===== config.mk =====
export PLATFORM = sky130hd
export DESIGN_NAME = dp_ram_ctrl_flat
export DESIGN_NICKNAME = d
export VERILOG_FILES = /design/src/rtl/dp_ram_ctrl_pkg.sv /design/src/rtl/dp_ram_ctrl_if.sv /design/src/rtl/dp_ram_ctrl_rr_arbiter.sv /design/src/rtl/dp_ram_ctrl.sv /design/src/flat_wrapper.sv
export SDC_FILE = /design/constraint.sdc
export NUM_CORES = 1
export LEC_CHECK = 0
export ABC_AREA = 1
export CAP_MARGIN = 20
export CORE_AREA = 2 2 118 120
export DETAILED_ROUTE_END_ITERATION = 7
export DIE_AREA = 0 0 120 122
export GPL_TIMING_DRIVEN = 0
export HOLD_SLACK_MARGIN = 0.06
export PLACE_DENSITY = 0.66
export SETUP_SLACK_MARGIN = 0.4
export SYNTH_ARGS = -nofsm -noshare
export SYNTH_HDL_FRONTEND = slang
export SYNTH_HIERARCHICAL = 1
export SYNTH_SLANG_ARGS = --single-unit

===== constraint.sdc =====
create_clock -name CLKA -period 4.2 [get_ports CLKA]
set_input_delay 1.26 -clock CLKA [delete_from_list [all_inputs] [get_ports CLKA]]
set_output_delay 1.26 -clock CLKA [all_outputs]
set_load 0.005 [all_outputs]

===== src/rtl/dp_ram_ctrl_pkg.sv =====
// Shared types and helpers for the dual-port RAM sequencer/arbiter.
package dp_ram_ctrl_pkg;

  typedef enum logic [0:0] {
    INIT = 1'b0,
    RUN  = 1'b1
  } state_e;

  // Width of a requester id / pointer; never below one bit.
  function automatic int unsigned id_width(input int unsigned n);
    return (n > 1) ? $clog2(n) : 1;
  endfunction

endpackage


===== src/rtl/dp_ram_ctrl_if.sv =====
// Requester-side and RAM-side signal bundle for dp_ram_ctrl.
interface dp_ram_ctrl_if
  import dp_ram_ctrl_pkg::*;
#(
  parameter int unsigned ADDR_WIDTH = 6,
  parameter int unsigned DATA_WIDTH = 32,
  parameter int unsigned NUM_RD     = 2,
  parameter int unsigned NUM_WR     = 2
);
  localparam int unsigned RIW = id_width(NUM_RD);

  logic [NUM_RD-1:0]            rd_req_valid;
  logic [NUM_RD*ADDR_WIDTH-1:0] rd_req_addr;
  logic [NUM_RD-1:0]            rd_req_ready;
  logic                         rd_rsp_valid;
  logic [RIW-1:0]               rd_rsp_id;
  logic [DATA_WIDTH-1:0]        rd_rsp_data;

  logic [NUM_WR-1:0]            wr_req_valid;
  logic [NUM_WR*ADDR_WIDTH-1:0] wr_req_addr;
  logic [NUM_WR*DATA_WIDTH-1:0] wr_req_data;
  logic [NUM_WR*DATA_WIDTH-1:0] wr_req_mask;
  logic [NUM_WR-1:0]            wr_req_ready;

  logic [ADDR_WIDTH-1:0]        ram_aa;
  logic                         ram_cea;
  logic [ADDR_WIDTH-1:0]        ram_ab;
  logic                         ram_ceb;
  logic [DATA_WIDTH-1:0]        ram_db;
  logic [DATA_WIDTH-1:0]        ram_bwb;
  logic [DATA_WIDTH-1:0]        ram_qa;

  // Controller side.
  modport slave (
    input  rd_req_valid, rd_req_addr, wr_req_valid, wr_req_addr, wr_req_data, wr_req_mask, ram_qa,
    output rd_req_ready, rd_rsp_valid, rd_rsp_id, rd_rsp_data, wr_req_ready,
    output ram_aa, ram_cea, ram_ab, ram_ceb, ram_db, ram_bwb
  );

  // Requesters plus RAM, seen from outside the controller.
  modport master (
    output rd_req_valid, rd_req_addr, wr_req_valid, wr_req_addr, wr_req_data, wr_req_mask, ram_qa,
    input  rd_req_ready, rd_rsp_valid, rd_rsp_id, rd_rsp_data, wr_req_ready,
    input  ram_aa, ram_cea, ram_ab, ram_ceb, ram_db, ram_bwb
  );

endinterface


===== src/rtl/dp_ram_ctrl_rr_arbiter.sv =====
// Round-robin arbiter: pointer register plus combinational one-hot grant.
module rr_arbiter
  import dp_ram_ctrl_pkg::*;
#(
  parameter  int unsigned N  = 2,
  localparam int unsigned IW = id_width(N)
) (
  input  logic          clk,
  input  logic          rst_n,
  input  logic [N-1:0]  req,
  output logic [N-1:0]  gnt,
  output logic [IW-1:0] gnt_idx,
  output logic          gnt_valid
);

  logic [IW-1:0] ptr_q, ptr_d;
  int unsigned   idx;

  // Search upward from the pointer with explicit wrap; first requester wins.
  always_comb begin
    gnt       = '0;
    gnt_idx   = '0;
    gnt_valid = 1'b0;
    idx       = 0;
    for (int unsigned k = 0; k < N; k++) begin
      idx = 32'(ptr_q) + k;
      if (idx >= N) idx = idx - N;
      if (!gnt_valid && req[IW'(idx)]) begin
        gnt_valid        = 1'b1;
        gnt_idx          = IW'(idx);
        gnt[IW'(idx)]    = 1'b1;
      end
    end
  end

  always_comb begin
    ptr_d = ptr_q;
    if (gnt_valid) ptr_d = (gnt_idx == IW'(N - 1)) ? '0 : gnt_idx + IW'(1);
  end

  always_ff @(posedge clk) begin
    if (!rst_n) ptr_q <= '0;
    else        ptr_q <= ptr_d;
  end

endmodule


===== src/rtl/dp_ram_ctrl.sv =====
// Zero-fills the dual-port RAM after reset, then round-robin shares the read
// port among NUM_RD requesters and the write port among NUM_WR requesters.
module dp_ram_ctrl
  import dp_ram_ctrl_pkg::*;
#(
  parameter int unsigned ADDR_WIDTH = 6,
  parameter int unsigned DATA_WIDTH = 32,
  parameter int unsigned NUM_RD     = 2,
  parameter int unsigned NUM_WR     = 2,
  parameter int unsigned INIT_EN    = 1
) (
  input  logic          CLKA,
  input  logic          rst_n,
  output logic          init_done,
  dp_ram_ctrl_if.slave  bus
);

  localparam int unsigned RIW = id_width(NUM_RD);
  localparam int unsigned WIW = id_width(NUM_WR);
  localparam logic [ADDR_WIDTH-1:0] LAST_ADDR = '1;
  localparam state_e RST_STATE = (INIT_EN != 0) ? INIT : RUN;
  localparam logic   RST_DONE  = (INIT_EN != 0) ? 1'b0 : 1'b1;

  state_e                state_q, state_d;
  logic [ADDR_WIDTH-1:0] init_cnt_q, init_cnt_d;
  logic                  init_done_q, init_done_d;
  logic                  rsp_valid_q, rsp_valid_d;
  logic [RIW-1:0]        rsp_id_q, rsp_id_d;

  logic                  run_c;
  logic [NUM_RD-1:0]     rd_req_g, rd_gnt;
  logic [NUM_WR-1:0]     wr_req_g, wr_gnt;
  logic [RIW-1:0]        rd_gnt_idx;
  logic [WIW-1:0]        wr_gnt_idx;
  logic                  rd_gnt_valid, wr_gnt_valid;

  // No grants during the fill or while reset is held.
  assign run_c    = (state_q == RUN) && rst_n;
  assign rd_req_g = bus.rd_req_valid & {NUM_RD{run_c}};
  assign wr_req_g = bus.wr_req_valid & {NUM_WR{run_c}};

  rr_arbiter #(.N(NUM_RD)) u_rd_arb (
    .clk       (CLKA),
    .rst_n     (rst_n),
    .req       (rd_req_g),
    .gnt       (rd_gnt),
    .gnt_idx   (rd_gnt_idx),
    .gnt_valid (rd_gnt_valid)
  );

  rr_arbiter #(.N(NUM_WR)) u_wr_arb (
    .clk       (CLKA),
    .rst_n     (rst_n),
    .req       (wr_req_g),
    .gnt       (wr_gnt),
    .gnt_idx   (wr_gnt_idx),
    .gnt_valid (wr_gnt_valid)
  );

  always_comb begin
    state_d     = state_q;
    init_cnt_d  = init_cnt_q;
    init_done_d = init_done_q;
    rsp_valid_d = rd_gnt_valid;
    rsp_id_d    = rd_gnt_valid ? rd_gnt_idx : rsp_id_q;
    bus.ram_cea = 1'b0;
    bus.ram_aa  = '0;
    bus.ram_ceb = 1'b0;
    bus.ram_ab  = '0;
    bus.ram_db  = '0;
    bus.ram_bwb = '0;
    case (state_q)
      INIT: begin
        bus.ram_ceb = rst_n;
        bus.ram_ab  = init_cnt_q;
        bus.ram_bwb = {DATA_WIDTH{rst_n}};
        if (init_cnt_q == LAST_ADDR) begin
          state_d     = RUN;
          init_done_d = 1'b1;
        end else begin
          init_cnt_d  = init_cnt_q + ADDR_WIDTH'(1);
        end
      end
      RUN: begin
        if (rd_gnt_valid) begin
          bus.ram_cea = 1'b1;
          bus.ram_aa  = bus.rd_req_addr[32'(rd_gnt_idx)*ADDR_WIDTH +: ADDR_WIDTH];
        end
        if (wr_gnt_valid) begin
          bus.ram_ceb = 1'b1;
          bus.ram_ab  = bus.wr_req_addr[32'(wr_gnt_idx)*ADDR_WIDTH +: ADDR_WIDTH];
          bus.ram_db  = bus.wr_req_data[32'(wr_gnt_idx)*DATA_WIDTH +: DATA_WIDTH];
          bus.ram_bwb = bus.wr_req_mask[32'(wr_gnt_idx)*DATA_WIDTH +: DATA_WIDTH];
        end
      end
    endcase
  end

  always_ff @(posedge CLKA) begin
    if (!rst_n) begin
      state_q     <= RST_STATE;
      init_cnt_q  <= '0;
      init_done_q <= RST_DONE;
      rsp_valid_q <= 1'b0;
      rsp_id_q    <= '0;
    end else begin
      state_q     <= state_d;
      init_cnt_q  <= init_cnt_d;
      init_done_q <= init_done_d;
      rsp_valid_q <= rsp_valid_d;
      rsp_id_q    <= rsp_id_d;
    end
  end

  // RAM read data is already registered inside the RAM; forward it directly.
  assign bus.rd_req_ready = rd_gnt;
  assign bus.wr_req_ready = wr_gnt;
  assign bus.rd_rsp_valid = rsp_valid_q & rst_n;
  assign bus.rd_rsp_id    = rsp_id_q;
  assign bus.rd_rsp_data  = bus.ram_qa;
  assign init_done        = init_done_q & rst_n;

endmodule

===== src/flat_wrapper.sv =====
// flat-port wrapper written by rule: the top's interface ports become plain ports
module dp_ram_ctrl_flat import dp_ram_ctrl_pkg::*;
#(
  parameter int unsigned ADDR_WIDTH = 6,
  parameter int unsigned DATA_WIDTH = 32,
  parameter int unsigned NUM_RD     = 2,
  parameter int unsigned NUM_WR     = 2,
  parameter int unsigned INIT_EN    = 1
)
  (CLKA, rst_n, init_done, bus_rd_req_valid, bus_rd_req_addr, bus_wr_req_valid, bus_wr_req_addr, bus_wr_req_data, bus_wr_req_mask, bus_ram_qa, bus_rd_req_ready, bus_rd_rsp_valid, bus_rd_rsp_id, bus_rd_rsp_data, bus_wr_req_ready, bus_ram_aa, bus_ram_cea, bus_ram_ab, bus_ram_ceb, bus_ram_db, bus_ram_bwb);
  dp_ram_ctrl_if #(.ADDR_WIDTH(ADDR_WIDTH), .DATA_WIDTH(DATA_WIDTH), .NUM_RD(NUM_RD), .NUM_WR(NUM_WR)) bus_i ();
  input  logic CLKA;
  input  logic rst_n;
  output logic init_done;
  input wire logic [$bits(bus_i.rd_req_valid)-1:0] bus_rd_req_valid;
  input wire logic [$bits(bus_i.rd_req_addr)-1:0] bus_rd_req_addr;
  input wire logic [$bits(bus_i.wr_req_valid)-1:0] bus_wr_req_valid;
  input wire logic [$bits(bus_i.wr_req_addr)-1:0] bus_wr_req_addr;
  input wire logic [$bits(bus_i.wr_req_data)-1:0] bus_wr_req_data;
  input wire logic [$bits(bus_i.wr_req_mask)-1:0] bus_wr_req_mask;
  input wire logic [$bits(bus_i.ram_qa)-1:0] bus_ram_qa;
  output wire logic [$bits(bus_i.rd_req_ready)-1:0] bus_rd_req_ready;
  output wire logic [$bits(bus_i.rd_rsp_valid)-1:0] bus_rd_rsp_valid;
  output wire logic [$bits(bus_i.rd_rsp_id)-1:0] bus_rd_rsp_id;
  output wire logic [$bits(bus_i.rd_rsp_data)-1:0] bus_rd_rsp_data;
  output wire logic [$bits(bus_i.wr_req_ready)-1:0] bus_wr_req_ready;
  output wire logic [$bits(bus_i.ram_aa)-1:0] bus_ram_aa;
  output wire logic [$bits(bus_i.ram_cea)-1:0] bus_ram_cea;
  output wire logic [$bits(bus_i.ram_ab)-1:0] bus_ram_ab;
  output wire logic [$bits(bus_i.ram_ceb)-1:0] bus_ram_ceb;
  output wire logic [$bits(bus_i.ram_db)-1:0] bus_ram_db;
  output wire logic [$bits(bus_i.ram_bwb)-1:0] bus_ram_bwb;
  assign bus_i.rd_req_valid = bus_rd_req_valid;
  assign bus_i.rd_req_addr = bus_rd_req_addr;
  assign bus_i.wr_req_valid = bus_wr_req_valid;
  assign bus_i.wr_req_addr = bus_wr_req_addr;
  assign bus_i.wr_req_data = bus_wr_req_data;
  assign bus_i.wr_req_mask = bus_wr_req_mask;
  assign bus_i.ram_qa = bus_ram_qa;
  assign bus_rd_req_ready = bus_i.rd_req_ready;
  assign bus_rd_rsp_valid = bus_i.rd_rsp_valid;
  assign bus_rd_rsp_id = bus_i.rd_rsp_id;
  assign bus_rd_rsp_data = bus_i.rd_rsp_data;
  assign bus_wr_req_ready = bus_i.wr_req_ready;
  assign bus_ram_aa = bus_i.ram_aa;
  assign bus_ram_cea = bus_i.ram_cea;
  assign bus_ram_ab = bus_i.ram_ab;
  assign bus_ram_ceb = bus_i.ram_ceb;
  assign bus_ram_db = bus_i.ram_db;
  assign bus_ram_bwb = bus_i.ram_bwb;
  dp_ram_ctrl #(.ADDR_WIDTH(ADDR_WIDTH), .DATA_WIDTH(DATA_WIDTH), .NUM_RD(NUM_RD), .NUM_WR(NUM_WR), .INIT_EN(INIT_EN)) u_core (.CLKA(CLKA), .rst_n(rst_n), .init_done(init_done), .bus(bus_i));
endmodule

==> flow_summary.ini, run 1 <==
[run_status]
status = finished clean

[cells_and_area]
nets = 914
final_common_cell = clkdlybuf4s50_1
fin_cells = 904
synthToLayoutAreaGrowth_pct = 198
final_cell_mix = clkdlybuf4s50_1 (188), nor2_1 (105), buf_2 (78), buf_4 (59), nor2_4 (37)
drive_above_1_share_pct = 45.8

[route]
initialDrtViolationCount = 141
wl_per_cell_um = 15.6
wirelength_um = 14100
drtPass1Iterations = 4
route.vias.total = 3826
vias_per_cell = 4.23
ant_nets = 0
drc = 0

[global_routing]
grtUsageTotal_pct = 16.5
grt_pass1_vias = 3634
antenna_found_initial = 2
grt_max_degree = 11
grt_pass1_wl_um = 19300
overflow = 0

[synthesis]
synth_top_family_by_area = simple AND/OR/NAND/NOR gates
synth_cells = 396
synth_compound_area_share_pct = 17.4
yosysWarnings = 6
synth_xor_area_share_pct = 0
avgSynthCellArea_um2 = 5.37
synthAdderAreaFrac_pct = 0.588
muxShareOfSynthArea_pct = 0
synthSimpleGateAreaFrac_pct = 47.1
ys_seq_area_share_pct = 11.3
yosysUniqueCellTypes = 23
syn_area_um2 = 2130
synth-seq-cells = 12
synth.net_count = 587

[clock_tree]
cts_tree = done
clk_latency_ns = 0.24
root_buffer = clkbuf_16
cts_buffers = 3
clock_path_buffers = 2
cts_sinks = 12
h-tree-depth = 1
hold_buffers = 0
clkTransAtPathRegs_ns = 0.04

[critical_path]
crit_family = buffers and inverters
rr_worst_depth = 13
worstPathMaxFanout = 10
cp-start-kind = input pin
worstPathRequired_ns = 2.94
crit_end = bus_ram_bwb[11]
cp-end-kind = primary output
path_class = in2out
r2r-end = u_core/bus.rd_rsp_id
rr_startpoint = u_core/state_q
cp.depth = 12
path_cells = buf_8, buf_6, nand2_8, nor2_4, inv_2, buf_4, nand2_2, nand2_4, buf_6, buf_12, o31ai_2, buf_2
slowest_stage = o31ai_2
critPathMostFrequentCell = buf_6
startpoint = rst_n
r2r_setup_slack_ns = 2.47
crit_arrival_ns = 2.72
cp_num_buf_inv = 7
max_stage_delay_ns = 0.25

[timing]
worstMarginPinSlew_ns = 0.419
rsz0062_at_grt = yes
relSlewSlack_pct = 72.1
setup_slack_ns = 0.216
clock_skew_ns = 0.000532
tns_ns = 0
max_freq_mhz = 251
finalSetupViolations = 0
final_max_slew_viol_count = 0
min_period_ns = 3.98
period_share_pct = 94.8
hold_viol = 0

[power_and_ir_drop]
powerDensity_nw_per_um2 = 99.2
leakagePower_nw = 2.78
peakVddDrop_mv = 0.208

[floorplan]
pin_count = 307
dieWidth_um = 120
placementRows = 43
die_h_um = 122
dieArea_um2 = 14600
start_util_pct = 15.8
coreArea_um2 = 13500

[placed_design]
dp_cells = 850
place_congestion = 0.819
io_buffers = 274
dp_slack_ns = -1.26
dp_hpwl_um = 9890

[worst_hold_path]
hold_path_class = reg2reg
hp-start = u_core/init_done_q

[run]
cap_violations = 0
where the power goes:
group          leakage [nW]  total [mW]  internal, mW  switching [mW]
logic                  2.64       0.313         0.217          0.0960
clock network        0.0442       0.194         0.144          0.0506
registers            0.0973       0.120         0.117         0.00335
per-layer routing:
metal	up-vias	share of wire (%)	wire length, um	track usage (%)
met5	-	0	0	0
met2	166	53	7480	30.6
met1	1731	38	5390	19.8
met4	0	1.2	165	2.79
li1	1917	-	-	-
met3	12	7.5	1060	3.46
worst min-delay path by stage:
stage / endpoint / slack, ns / depth (start not counted)
5_1_grt: u_core/init_done_q / 0.54 / 2
2_1_floorplan: u_core/init_done_q / 0.42 / 2
6_report: u_core/init_done_q / 0.47 / 2
3_3_place_gp: u_core/init_done_q / 0.45 / 2
3_5_place_dp: u_core/init_done_q / 0.46 / 2
4_1_cts: u_core/init_done_q / 0.47 / 2
Yosys cell counts:
| cell type | count | area (um2) |
|---|---|---|
| a21oi_1 | 6 | 30.0 |
| a21oi_2 | 1 | 8.76 |
| buf_2 | 20 | 100 |
| buf_4 | 34 | 255 |
| buf_6 | 5 | 56.3 |
| clkinv_2 | 1 | 5.00 |
| dfxtp_1 | 12 | 240 |
| ha_1 | 1 | 12.5 |
| inv_1 | 21 | 78.8 |
| inv_2 | 2 | 7.51 |
| nand2_1 | 29 | 109 |
| nand2_2 | 3 | 18.8 |
| nand2_4 | 1 | 11.3 |
| nand3_1 | 3 | 15.0 |
| nand4_1 | 2 | 12.5 |
| nor2_1 | 170 | 638 |
| nor2_2 | 1 | 6.26 |
| nor3_1 | 37 | 185 |
| nor4_1 | 1 | 6.26 |
| o21ai_0 | 6 | 30.0 |
| o21ai_1 | 2 | 10.0 |
| o31ai_1 | 34 | 255 |
| o32ai_1 | 4 | 35.0 |
worst register-to-register path: stages, from the launching register on:
cell     delay, ns
dfxtp_1       0.31
buf_6         0.18
nand2_8       0.08
buf_4         0.15
nor2_4        0.11
inv_2         0.06
buf_4         0.14
nand2_1       0.05
nand2_1       0.07
nand2_2       0.10
buf_4         0.11
buf_4         0.11
o21ai_0       0.07
a21oi_1       0.11
area by class of cell:
type                       count  area [um2]
fill                        1344        7170
timing repair buffer         321        2920
multi-input combinational    301        2140
buffer                        59         594
sequential                    12         240
tap                          180         225
inverter                      24         103
clock buffer                   4        88.8
timing repair inverter         1        16.3
antenna                        2        5.00
timing repair:
item / 4_1_cts / 5_1_grt
hold endpoints to repair: 0 / 0
gates resized for setup: 457 / 137
pin swaps: 68 / 55
gates cloned: 7 / 2
setup endpoints to repair: 84 / 81
setup buffers: 31 / 8
stage by stage:
step | util [%] | total power, mW | hold WS, ns | instance area, um2
global placement | 37.7 | 0.409 | 0.447 | 5090
detailed placement | 37.7 | 0.411 | 0.455 | 5090
finish | 46.9 | 0.628 | 0.472 | 6330
floorplan | - | 0.187 | 0.419 | 2130
CTS | 42.0 | 0.599 | 0.469 | 5670
global route | 46.9 | 0.655 | 0.539 | 6330
kinds of logic after synthesis:
logic type	Yosys count
simple gates	247
flops	12
buf+inv	83
fa+ha+maj	1
compound gates	53
Note: power is estimated with default switching activity, not from simulation.
==> run 2: changes to the inputs <==
--- a/config.mk
+++ b/config.mk
@@ -6,7 +6,6 @@
 export NUM_CORES = 1
 export LEC_CHECK = 0
 export ABC_AREA = 1
-export CAP_MARGIN = 20
 export CORE_AREA = 2 2 118 120
 export DETAILED_ROUTE_END_ITERATION = 7
 export DIE_AREA = 0 0 120 122
==> results of run 2 <==
No change in the layout: final DEF, timing and power equal those of run 1.
==> run 3: changes to the inputs <==
--- a/config.mk
+++ b/config.mk
@@ -11,7 +11,7 @@
 export DIE_AREA = 0 0 120 122
 export GPL_TIMING_DRIVEN = 0
 export HOLD_SLACK_MARGIN = 0.06
-export PLACE_DENSITY = 0.66
+export PLACE_DENSITY = 0.54
 export SETUP_SLACK_MARGIN = 0.4
 export SYNTH_ARGS = -nofsm -noshare
 export SYNTH_HDL_FRONTEND = slang
==> run 3 against run 2 <==
Compared with the run above: total power increased by 1.2%; final cell count is 1.0% higher; setup slack worse by 0.047 ns; critical path type unchanged; highest routed layer unchanged.
==> flow_summary.ini, run 3 (synthesis gave the netlist of run 1 again) <==
[timing]
setup_slack_ns = 0.169
hold_viol = 0
period_share_pct = 96.0
worstMarginPinSlew_ns = 0.370
relSlewSlack_pct = 75.3
min_period_ns = 4.03
holdWs_ns = 0.455
finalSetupViolations = 0
rsz0062_at_grt = yes
max_freq_mhz = 248
clock_skew_ns = 0.00221
final_max_slew_viol_count = 0

[critical_path]
cp.depth = 11
worstPathMaxFanout = 10
crit_end = bus_ram_bwb[14]
r2r-end = u_core/bus.rd_rsp_id
r2r_setup_slack_ns = 2.56
crit_family = buffers and inverters
rr_worst_depth = 12
worstPathRequired_ns = 2.94
rr_startpoint = u_core/state_q
crit_arrival_ns = 2.77
slowest_stage = buf_4
critPathMostFrequentCell = inv_2
cp_num_buf_inv = 7
cp-end-kind = primary output
path_class = in2out
cp-start-kind = input pin
startpoint = bus_wr_req_valid[1]
max_stage_delay_ns = 0.20
path_cells = clkdlybuf4s15_1, inv_2, nor2_4, inv_2, o21ai_4, buf_6, clkinv_8, buf_4, nor2_1, o31ai_4, buf_2

[power_and_ir_drop]
peakVddDrop_mv = 0.186
comb_power_share_pct = 50.5
finalPower_mw = 0.636
powerDensity_nw_per_um2 = 95.3
seqPwrFrac_pct = 18.9
clkPwrFrac_pct = 30.6
switching_share_pct = 24.8
intPower_mw = 0.478
leakagePower_nw = 2.90
p_sw_mw = 0.157

[cells_and_area]
final_common_cell = clkdlybuf4s50_1
final_cell_mix = clkdlybuf4s50_1 (187), nor2_1 (80), buf_2 (78), nor2_4 (57), buf_4 (55)
synthToLayoutAreaGrowth_pct = 214
final_area_um2 = 6670
nets = 922
drive_above_1_share_pct = 50.5

[global_routing]
grt_pass1_wl_um = 20700
overflow = 0
grt_pass1_vias = 3908
antenna_found_initial = 3
grtUsageTotal_pct = 17.6
grt_max_degree = 11

[floorplan]
placementRows = 43
die_h_um = 122
coreArea_um2 = 13500
dieWidth_um = 120
start_util_pct = 15.8
pin_count = 307
dieArea_um2 = 14600

[route]
initialDrtViolationCount = 132
drtPass1Iterations = 4
ant_nets = 0
drc = 0
vias_per_cell = 4.24
route.vias.total = 3873
wirelength_um = 14400
wl_per_cell_um = 15.8

[clock_tree]
clkTransAtPathRegs_ns = 0.04
root_buffer = clkbuf_16
cts_tree = done
clock_path_buffers = 2
cts_buffers = 3
clk_latency_ns = 0.24
cts_sinks = 12
hold_buffers = 0
h-tree-depth = 1

[run]
cap_violations = 0

[run_status]
status = finished clean

[placed_design]
dp_hpwl_um = 10400
placed_cell_area_um2 = 5090
dp_slack_ns = -1.34
io_buffers = 274
place_congestion = 0.867

[worst_hold_path]
hold_path_class = reg2reg
[run 3: cell count changes in the layout (fill, tap and decap cells not counted), sizes merged]
cell,delta
dlygate4sd2,-2
clkdlybuf4s50,-1
dlymetal6s2s,+2
clkbuf,+2
clkdlybuf4s15,+1
diode,+1
buf,+7
clkinv,-1
[run 3: worst min path at each step]
stage	depth (start not counted)	from	slack, ns	end
2_1_floorplan	2	u_core/init_done_q	0.42	u_core/init_done_q
3_3_place_gp	2	u_core/init_done_q	0.46	u_core/init_done_q
3_5_place_dp	2	u_core/init_done_q	0.44	u_core/init_done_q
4_1_cts	2	u_core/init_done_q	0.46	u_core/init_done_q
5_1_grt	2	u_core/init_done_q	0.51	u_core/init_done_q
6_report	2	u_core/init_done_q	0.46	u_core/init_done_q
[run 3: layout make-up]
class,instances,area (um2)
diodes,3,7.51
fillers,1315,6830
inverters,24,103
plain buffers,59,577
clock buffers,4,88.8
repair buffers,330,3100
well taps,180,225
multi-input cells,301,2330
flip-flops and latches,12,240
[run 3: tightest hold or removal path: cells and delay by family, from the launching register on]
kind	cells	cell delay, ns
AOI/OAI and AO/OA	1	0.06
DFF	1	0.30
and+or+nand+nor	1	0.05
[run 3: what timing repair did]
action,4_1_cts,5_1_grt
resized for setup,547,97
pin swaps,80,16
endpoints found under the setup margin,84,81
buffers inserted,33,10
cloned,11,2
[run 3: stage by stage]
step	instances	TNS (ns)	util (%)
2_1_floorplan	396	0	-
3_3_place_gp	850	-76.97	37.7
3_5_place_dp	850	-79.19	37.7
4_1_cts	898	0	45.9
5_1_grt	912	0	49.4
6_report	913	0	49.4
[run 3: metal layers]
metal	routed length [um]	part of all wire [%]	track usage [%]
met3	1160	8.0	4.03
met1	5130	36	19.7
met5	0	0	0
met2	7790	54	32.8
met4	340	2.4	5.29
[run 3: power groups by stage]
stage	Sequential [mW]	Combinational, mW	Clock (mW)
6_report	0.120	0.321	0.195
5_1_grt	0.121	0.341	0.201
2_1_floorplan	0.121	0.0656	0
3_5_place_dp	0.122	0.292	0
3_3_place_gp	0.122	0.290	0
4_1_cts	0.120	0.309	0.197
